$ cat src/rtl/exp_accel_core.sv
`default_nettype none
// ============================================================================
//  Module      : exp_accel_core
//  Description : Integer exponentiation engine. Computes base^exp truncated to
//                DATA_W bits using LSB-first square-and-multiply, one exponent
//                bit per cycle, with a sticky overflow flag. Valid/ready
//                handshake on both the operand and the result channels.
//  Options     : SATURATE_EN - when defined, an overflowed result is replaced
//                by all-ones (out_ovf still reports the overflow).
//  Revision    : 1.0 - initial release
// ============================================================================
module exp_accel_core #(
    parameter int DATA_W = 32,
    parameter int EXP_W  = 8
) (
    input  logic              clk_clk,
    input  logic              reset_reset_n,
    input  logic              in_valid,
    output logic              in_ready,
    input  logic [DATA_W-1:0] in_base,
    input  logic [EXP_W-1:0]  in_exp,
    output logic              out_valid,
    input  logic              out_ready,
    output logic [DATA_W-1:0] out_result,
    output logic              out_ovf,
    output logic              busy
);

    localparam logic [1:0] S_IDLE = 2'd0;
    localparam logic [1:0] S_RUN  = 2'd1;
    localparam logic [1:0] S_DONE = 2'd2;

    logic [1:0]          state_q, state_d;
    logic [DATA_W-1:0]   acc_q, acc_d;
    logic [DATA_W-1:0]   b_q, b_d;
    logic [EXP_W-1:0]    e_q, e_d;
    logic                b_ovf_q, b_ovf_d;
    logic                ovf_q, ovf_d;
    logic [DATA_W-1:0]   res_q, res_d;
    logic                res_ovf_q, res_ovf_d;

    logic [2*DATA_W-1:0] prod_ab;
    logic [2*DATA_W-1:0] prod_bb;
    logic [DATA_W-1:0]   final_res;
    logic                accept;
    logic                finish;

    // Full-width products so the upper half can be inspected for overflow.
    assign prod_ab = {{DATA_W{1'b0}}, acc_q} * {{DATA_W{1'b0}}, b_q};
    assign prod_bb = {{DATA_W{1'b0}}, b_q} * {{DATA_W{1'b0}}, b_q};

    assign accept = (state_q == S_IDLE) && in_valid;
    assign finish = (state_q == S_RUN) && (e_q == '0);

`ifdef SATURATE_EN
    // Overflowed results clamp to the largest representable value.
    assign final_res = ovf_q ? {DATA_W{1'b1}} : acc_q;
`else
    // Overflowed results wrap; out_ovf tells the consumer.
    assign final_res = acc_q;
`endif

    // State register.
    always_ff @(posedge clk_clk or negedge reset_reset_n) begin
        if (!reset_reset_n) begin
            state_q <= S_IDLE;
        end else begin
            state_q <= state_d;
        end
    end

    // Next-state logic: accept in IDLE, iterate in RUN until the exponent is
    // exhausted, hold in DONE until the consumer takes the result.
    always_comb begin
        state_d = state_q;
        case (state_q)
            S_IDLE:  if (in_valid)  state_d = S_RUN;
            S_RUN:   if (finish)    state_d = S_DONE;
            S_DONE:  if (out_ready) state_d = S_IDLE;
            default:                state_d = S_IDLE;
        endcase
    end

    // Handshake and status outputs are pure decodes of the current state.
    always_comb begin
        in_ready  = 1'b0;
        out_valid = 1'b0;
        busy      = 1'b1;
        case (state_q)
            S_IDLE: begin
                in_ready = 1'b1;
                busy     = 1'b0;
            end
            S_DONE:  out_valid = 1'b1;
            default: ;
        endcase
    end

    assign out_result = res_q;
    assign out_ovf    = res_ovf_q;

    // Datapath next state: load operands, one square-and-multiply step per
    // RUN cycle, then latch the result when the exponent reaches zero.
    always_comb begin
        acc_d     = acc_q;
        b_d       = b_q;
        e_d       = e_q;
        b_ovf_d   = b_ovf_q;
        ovf_d     = ovf_q;
        res_d     = res_q;
        res_ovf_d = res_ovf_q;
        if (accept) begin
            acc_d   = {{(DATA_W-1){1'b0}}, 1'b1};
            b_d     = in_base;
            e_d     = in_exp;
            b_ovf_d = 1'b0;
            ovf_d   = 1'b0;
        end else if (state_q == S_RUN) begin
            if (e_q == '0) begin
                res_d     = final_res;
                res_ovf_d = ovf_q;
            end else begin
                // A pending b overflow only matters once b is folded into acc.
                if (e_q[0]) begin
                    acc_d = prod_ab[DATA_W-1:0];
                    if ((prod_ab[2*DATA_W-1:DATA_W] != '0) || b_ovf_q) begin
                        ovf_d = 1'b1;
                    end
                end
                b_d = prod_bb[DATA_W-1:0];
                if (prod_bb[2*DATA_W-1:DATA_W] != '0) begin
                    b_ovf_d = 1'b1;
                end
                e_d = e_q >> 1;
            end
        end
    end

    // Datapath registers; reset aborts any operation in flight.
    always_ff @(posedge clk_clk or negedge reset_reset_n) begin
        if (!reset_reset_n) begin
            acc_q     <= '0;
            b_q       <= '0;
            e_q       <= '0;
            b_ovf_q   <= 1'b0;
            ovf_q     <= 1'b0;
            res_q     <= '0;
            res_ovf_q <= 1'b0;
        end else begin
            acc_q     <= acc_d;
            b_q       <= b_d;
            e_q       <= e_d;
            b_ovf_q   <= b_ovf_d;
            ovf_q     <= ovf_d;
            res_q     <= res_d;
            res_ovf_q <= res_ovf_d;
        end
    end

endmodule
`default_nettype wire

$ cat config.mk
export PLATFORM = sky130hd
export DESIGN_NAME = exp_accel_core
export DESIGN_NICKNAME = d
export VERILOG_FILES = /design/src/rtl/exp_accel_core.sv
export SDC_FILE = /design/constraint.sdc
export NUM_CORES = 2
export LEC_CHECK = 0
export CAP_MARGIN = 20
export CORE_ASPECT_RATIO = 0.9
export CORE_MARGIN = 2
export CORE_UTILIZATION = 35
export CTS_BUF_LIST = sky130_fd_sc_hd__clkbuf_4
export CTS_CLUSTER_DIAMETER = 30
export DETAILED_ROUTE_END_ITERATION = 10
export GPL_TIMING_DRIVEN = 0
export SLEW_MARGIN = 20
export SYNTH_ARGS = -nofsm -noshare
export SYNTH_HDL_FRONTEND = slang
export SYNTH_SLANG_ARGS = --single-unit
$ cat constraint.sdc
create_clock -name clk_clk -period 25.7 [get_ports clk_clk]
set_input_delay 5.14 -clock clk_clk [delete_from_list [all_inputs] [get_ports clk_clk]]
set_output_delay 5.14 -clock clk_clk [all_outputs]
set_load 0.02 [all_outputs]
Word-level counts from Yosys, hierarchy flattened
Cells that the tools add are included.

storage, ports and cells
  flip-flop bits (word level) = 109
  input bits = 44
  output and inout bits = 36

cells by class
  multipliers = 2
  equal/unequal tests = 6
  multiplexer cells = 26
  bitwise gates (word level) = 1
  reductions and logical operators = 17

operators by type and width
  kind                                            number
  2-to-1 mux 32 bit                               7
  multiplier 32 x 32 -> 64 bit                    2
  nonzero test 32 bit                             2
  2-to-1 mux 8 bit                                3
  2-to-1 mux 1 bit                                12
  AND reduction 3 bit                             4
  zero test 8 bit                                 1
  inequality test 2 bit (second input constant)   4
  nonzero test 2 bit                              4
  2-to-1 mux 2 bit                                3
  one-hot mux 2 bit (3 select lines)              1
  AND reduction 4 bit                             1
  == test 2 x 1 -> 1 bit (second input constant)  1
  == test 2 bit (second input constant)           1
  logical AND 1 bit                               2
  zero test 2 bit                                 1
  AND reduction 2 bit                             1
  logical OR 1 bit                                1
  inverter 1 bit                                  1

Logic depth before layout (Yosys ltp)
  depth after elaboration = 8
  depth in mapped cells = 33
  depth with buffers taken out = 30

Worst setup path after synthesis
No wires, ideal clock.

  kind = register to register
  start = register b_q[11]
  end = register b_ovf_q
  arrival time = 8.183 ns
  data required time = 25.564 ns
  path slack = 17.382 ns
  cell stages (with the launch flop) = 32
  buffers on the path = 3
  period minus slack after synthesis = 8.318 ns
  path through = dfrtp_1 clkbuf_1 clkbuf_1 nand2_1 fa_1 inv_1 fa_1 fa_1 inv_1 fa_1 inv_1 fa_1 inv_1 fa_1 inv_1 fa_1 inv_1 fa_1 inv_1 ha_1 clkbuf_1 nand4_1 nor3_1 a22oi_1 a31oi_1 nand3_1 o21ai_0 mux2_2 nor4_1 nand4_1 nor4_1 a31oi_1

between the ends
  word-level cells in the longest chain between the ends = 4

ends and longest elaborated chain
  element                        RTL line  RTL
  start, declared                35        logic [DATA_W-1:0] b_q, b_d;
  start signal, assigned         143       b_q <= '0;
  start signal, assigned         151       b_q <= b_d;
  multiplier 32 x 32 -> 64 bit   50        assign prod_bb = {{DATA_W{1'b0}}, b_q} * {{DATA_W{1'b0}}, b_q};
  nonzero test 32 bit            131       if (prod_bb[2*DATA_W-1:DATA_W] != '0) begin
  nonzero test 2 bit (no line)   -
  AND reduction 3 bit (no line)  -
  end signal, assigned           153       b_ovf_q <= b_ovf_d;
  end, declared                  37        logic b_ovf_q, b_ovf_d;

Every way passes these cells.
A chain may end at the register's enable or synchronous reset.

Worst setup path after layout
  start = register b_q[13]
  end = register b_ovf_q

The elaborated chain is that of the path after synthesis.

==> Implementation_results.wiki <==
{| class="wikitable"
! Metric !! Value
|-
| Run status || complete, no violations
|-
| Global route overflow || 0
|-
| Aggregate negative setup slack || 0 ns
|-
| Ports placed on the boundary || 80
|-
| Core area || 190000 µm²
|-
| Cells on Worst Hold Path || 1
|-
| Wire per inst || 26.5 µm
|-
| Final weighted congestion in routability-driven placement || 1.01
|-
| Startpoint of the most critical register-to-register path || b_q[13]
|-
| Number of nets with antenna violations after routing || 0
|-
| Flip-flop cell with the highest count after synthesis || sky130_fd_sc_hd__dfrtp_1
|-
| Area growth from synthesis to layout || 6.60%
|-
| Clock slew at the register clock pins of the worst setup and hold paths || 0.32 ns
|-
| Maximum number of buffers from clock root to sink || 2
|-
| Post-DP HPWL || 220000 µm
|-
| Startpoint type of the worst setup path || register
|-
| Setup repair after global routing missed its margin || no
|-
| Cell taking the most area after synthesis || sky130_fd_sc_hd__fa_1
|-
| Per-cell via count in the routed design || 5.32
|-
| Fraction of layout instances using a drive strength above 1 || 0.0195
|-
| Hold Crit Start || out_result[7]
|-
| Quantity of hold-fixing buffers added after cts || 0
|-
| Number of setup buffers added after CTS || 0
|-
| Clock Tree Root || sky130_fd_sc_hd__clkbuf_4
|-
| Width of the chip || 465 µm
|-
| Number of distinct library cells after synthesis || 83
|-
| Start point of the critical path || b_q[13]
|-
| Hold Path End || out_result[7]
|-
| Sort of element at the end of the critical path || register
|-
| Design Area, Final || 71300 µm²
|-
| Stage delay of the slowest cell on the critical path || 1.06 ns
|-
| Placement-stage cell area || 71000 µm²
|-
| Detailed-routing iteration count for the pre-antenna-repair pass || 8
|-
| Synth warn || 0
|-
| Syn Nets || 9515
|-
| Die height || 419 µm
|-
| Setup Crit Path Kind || register to register
|-
| Vias in the first global route || 57100
|-
| Part of the cycle the worst path needs || 0.449
|-
| Final max-slew violation count || 0
|-
| Most frequent CP cell || sky130_fd_sc_hd__fa_1
|-
| Antenna violations before repair || 53
|-
| Final critical-path required period || 11.55 ns
|-
| Pin count of the biggest net entering global routing || 68
|-
| Starting density of the core || 0.351
|-
| Post-synthesis sequential area ratio || 0.0408
|-
| Nets || 9614
|-
| Worst Path Max Fanout || 10
|-
| Cells resized by post-CTS repair || 0
|-
| Top cells by area, synth || sky130_fd_sc_hd__fa_1 (51%), sky130_fd_sc_hd__ha_1 (9.9%), sky130_fd_sc_hd__inv_1 (9.2%)
|-
| Insertion delay to the later sink of the worst-skew pair || 0.92 ns
|-
| Endpoint of the most critical register-to-register path || b_ovf_q
|-
| Worst Hold Class || register to register
|-
| Post-route clock skew || 0.102 ns
|-
| Global-route wire length before repair || 387000 µm
|-
| CTS H-tree depth || 3
|-
| Reg-to-reg setup timing slack || 14.15 ns
|-
| Async set-reset flop share out of synthesis || 1.00
|-
| Synth top area share || 0.513
|-
| Via count || 52800
|-
| Critical path arrival || 12.39 ns
|-
| Area of the mapped netlist || 66900 µm²
|-
| TritonCTS clock tree || yes
|-
| Max_slew headroom || 0.0955
|-
| Per-instance average area after synthesis || 9.25 µm²
|-
| Number of DRC violations after detailed-routing iteration 0 || 5134
|-
| Floorplan die area || 195000 µm²
|-
| Port-buffer cells || 79
|-
| Number of buffers created by CTS || 9
|-
| Worst path slowest cell || sky130_fd_sc_hd__clkbuf_1
|-
| Final setup violating endpoints || 0
|-
| Max capacitance violation total || 0
|-
| Post-synth EDFFs || 0
|-
| Total routing usage reported by global routing || 0.276
|-
| DRC Markers || 0
|-
| Required time worst endpoint || 26.55 ns
|-
| Routed wire length || 263000 µm
|-
| Transition time of the tightest slew-check pin || 1.36 ns
|-
| Cells on worst reg2reg path || 31
|-
| Number of endpoints with negative hold slack in the final report || 0
|-
| Rows || 152
|-
| Clock Sink Count || 109
|-
| Synthesized instance count || 7229
|-
| Peak Freq || 86.6 MHz
|-
| Post-synthesis sequential element count || 109
|}
## Yosys cell counts, types with 24 or more instances
library cell,instances
sky130_fd_sc_hd__nand3_1,35
sky130_fd_sc_hd__xnor2_1,54
sky130_fd_sc_hd__xor2_1,47
sky130_fd_sc_hd__a21o_1,40
sky130_fd_sc_hd__nor2_1,149
sky130_fd_sc_hd__mux2_2,36
sky130_fd_sc_hd__o21bai_1,24
sky130_fd_sc_hd__o21ai_0,125
sky130_fd_sc_hd__nand2_1,905
sky130_fd_sc_hd__dfrtp_1,109
sky130_fd_sc_hd__a31oi_1,34
sky130_fd_sc_hd__nand4_1,52
sky130_fd_sc_hd__nor3_1,28
sky130_fd_sc_hd__clkbuf_1,404
sky130_fd_sc_hd__and2_1,831
sky130_fd_sc_hd__inv_1,1646
sky130_fd_sc_hd__ha_1,528
sky130_fd_sc_hd__fa_1,1714
sky130_fd_sc_hd__a21oi_1,185
## critical path: cells and delay by family (launching register included)
family          cells  cell delay (ns)
fa+ha+maj           9             4.28
buf+inv            10             2.55
simple gates        7             1.98
compound gates      4             1.62
flops               1             0.61
mux                 1             0.42
## state kept, by name, summed over array words and instances, names as in the netlist
name / flops
acc_q: 32
b_q: 32
out_result: 32
out_ovf: 1
e_q: 8
b_ovf_q: 1
ovf_q: 1
state_q: 2
## metal layers
metal  track usage  part of all wire
met4         0.151             0.065
met5             0           0.00042
met2         0.427              0.44
met1         0.354              0.38
met3        0.0703              0.11
## per-stage QoR
step | utilization | cells | worst slack [ns] | hold slack (ns)
floorplan | - | 7229 | 17.38 | 0.460
global placement | 0.372 | 9849 | 14.11 | 0.484
detailed placement | 0.373 | 9854 | 14.74 | 0.489
CTS | 0.374 | 9870 | 14.73 | 0.532
global route | 0.374 | 9885 | 14.04 | 0.553
finish | 0.374 | 9915 | 14.15 | 0.527
## kinds of logic (layout without fill, tap and decap cells)
| group | Yosys count | after routing | share of synthesized area |
|---|---|---|---|
| AO/OA/AOI/OAI | 561 | 561 | 0.0528 |
| XOR/XNOR | 101 | 101 | 0.0132 |
| adder cells (fa/ha/maj) | 2242 | 2242 | 0.612 |
| buffers and inverters | 2058 | 2162 | 0.116 |
| flip-flops | 109 | 109 | 0.0408 |
| multiplexers | 48 | 48 | 0.00786 |
| other | 0 | 41 | 0 |
| AND/OR/NAND/NOR | 2110 | 2110 | 0.158 |
## cell type report
| cell class | instances | area [µm²] |
|---|---|---|
| tap | 2541 | 3180 |
| buffer | 412 | 1620 |
| timing repair buffer | 88 | 935 |
| antenna | 41 | 103 |
| fill | 19300 | 119000 |
| clock inverter | 7 | 62.6 |
| sequential | 109 | 2730 |
| clock buffer | 9 | 67.6 |
| multi-input combinational | 5062 | 56400 |
| inverter | 1646 | 6180 |
## placed cells by master, fill, tap and decap left out, types with 28 or more instances in the layout
master	netlist	routed
sky130_fd_sc_hd__mux2_2	36	36
sky130_fd_sc_hd__a31oi_1	34	34
sky130_fd_sc_hd__a21oi_1	185	185
sky130_fd_sc_hd__nand4_1	52	52
sky130_fd_sc_hd__dfrtp_1	109	109
sky130_fd_sc_hd__nand3_1	35	35
sky130_fd_sc_hd__fa_1	1714	1714
sky130_fd_sc_hd__ha_1	528	528
sky130_fd_sc_hd__nor3_1	28	28
sky130_fd_sc_hd__xnor2_1	54	54
sky130_fd_sc_hd__a21o_1	40	40
sky130_fd_sc_hd__clkbuf_1	404	350
sky130_fd_sc_hd__o21ai_0	125	125
sky130_fd_sc_hd__and2_1	831	831
sky130_fd_sc_hd__diode_2	0	41
sky130_fd_sc_hd__clkbuf_2	0	54
sky130_fd_sc_hd__xor2_1	47	47
sky130_fd_sc_hd__nor2_1	149	149
sky130_fd_sc_hd__nand2_1	905	905
sky130_fd_sc_hd__inv_1	1646	1646
sky130_fd_sc_hd__clkdlybuf4s50_1	0	78
## how the worst max path moves through the flow
stage	end	slack, ns	depth (start not counted)
floorplan	b_ovf_q	17.38	31
global placement	b_q[28]	14.11	1
detailed placement	b_ovf_q	14.74	31
CTS	b_ovf_q	14.73	31
global route	b_ovf_q	14.04	31
finish	b_ovf_q	14.15	31
Power is not shown: default switching activity piles up to over one toggle a cycle in this logic, so the estimate is an artifact.
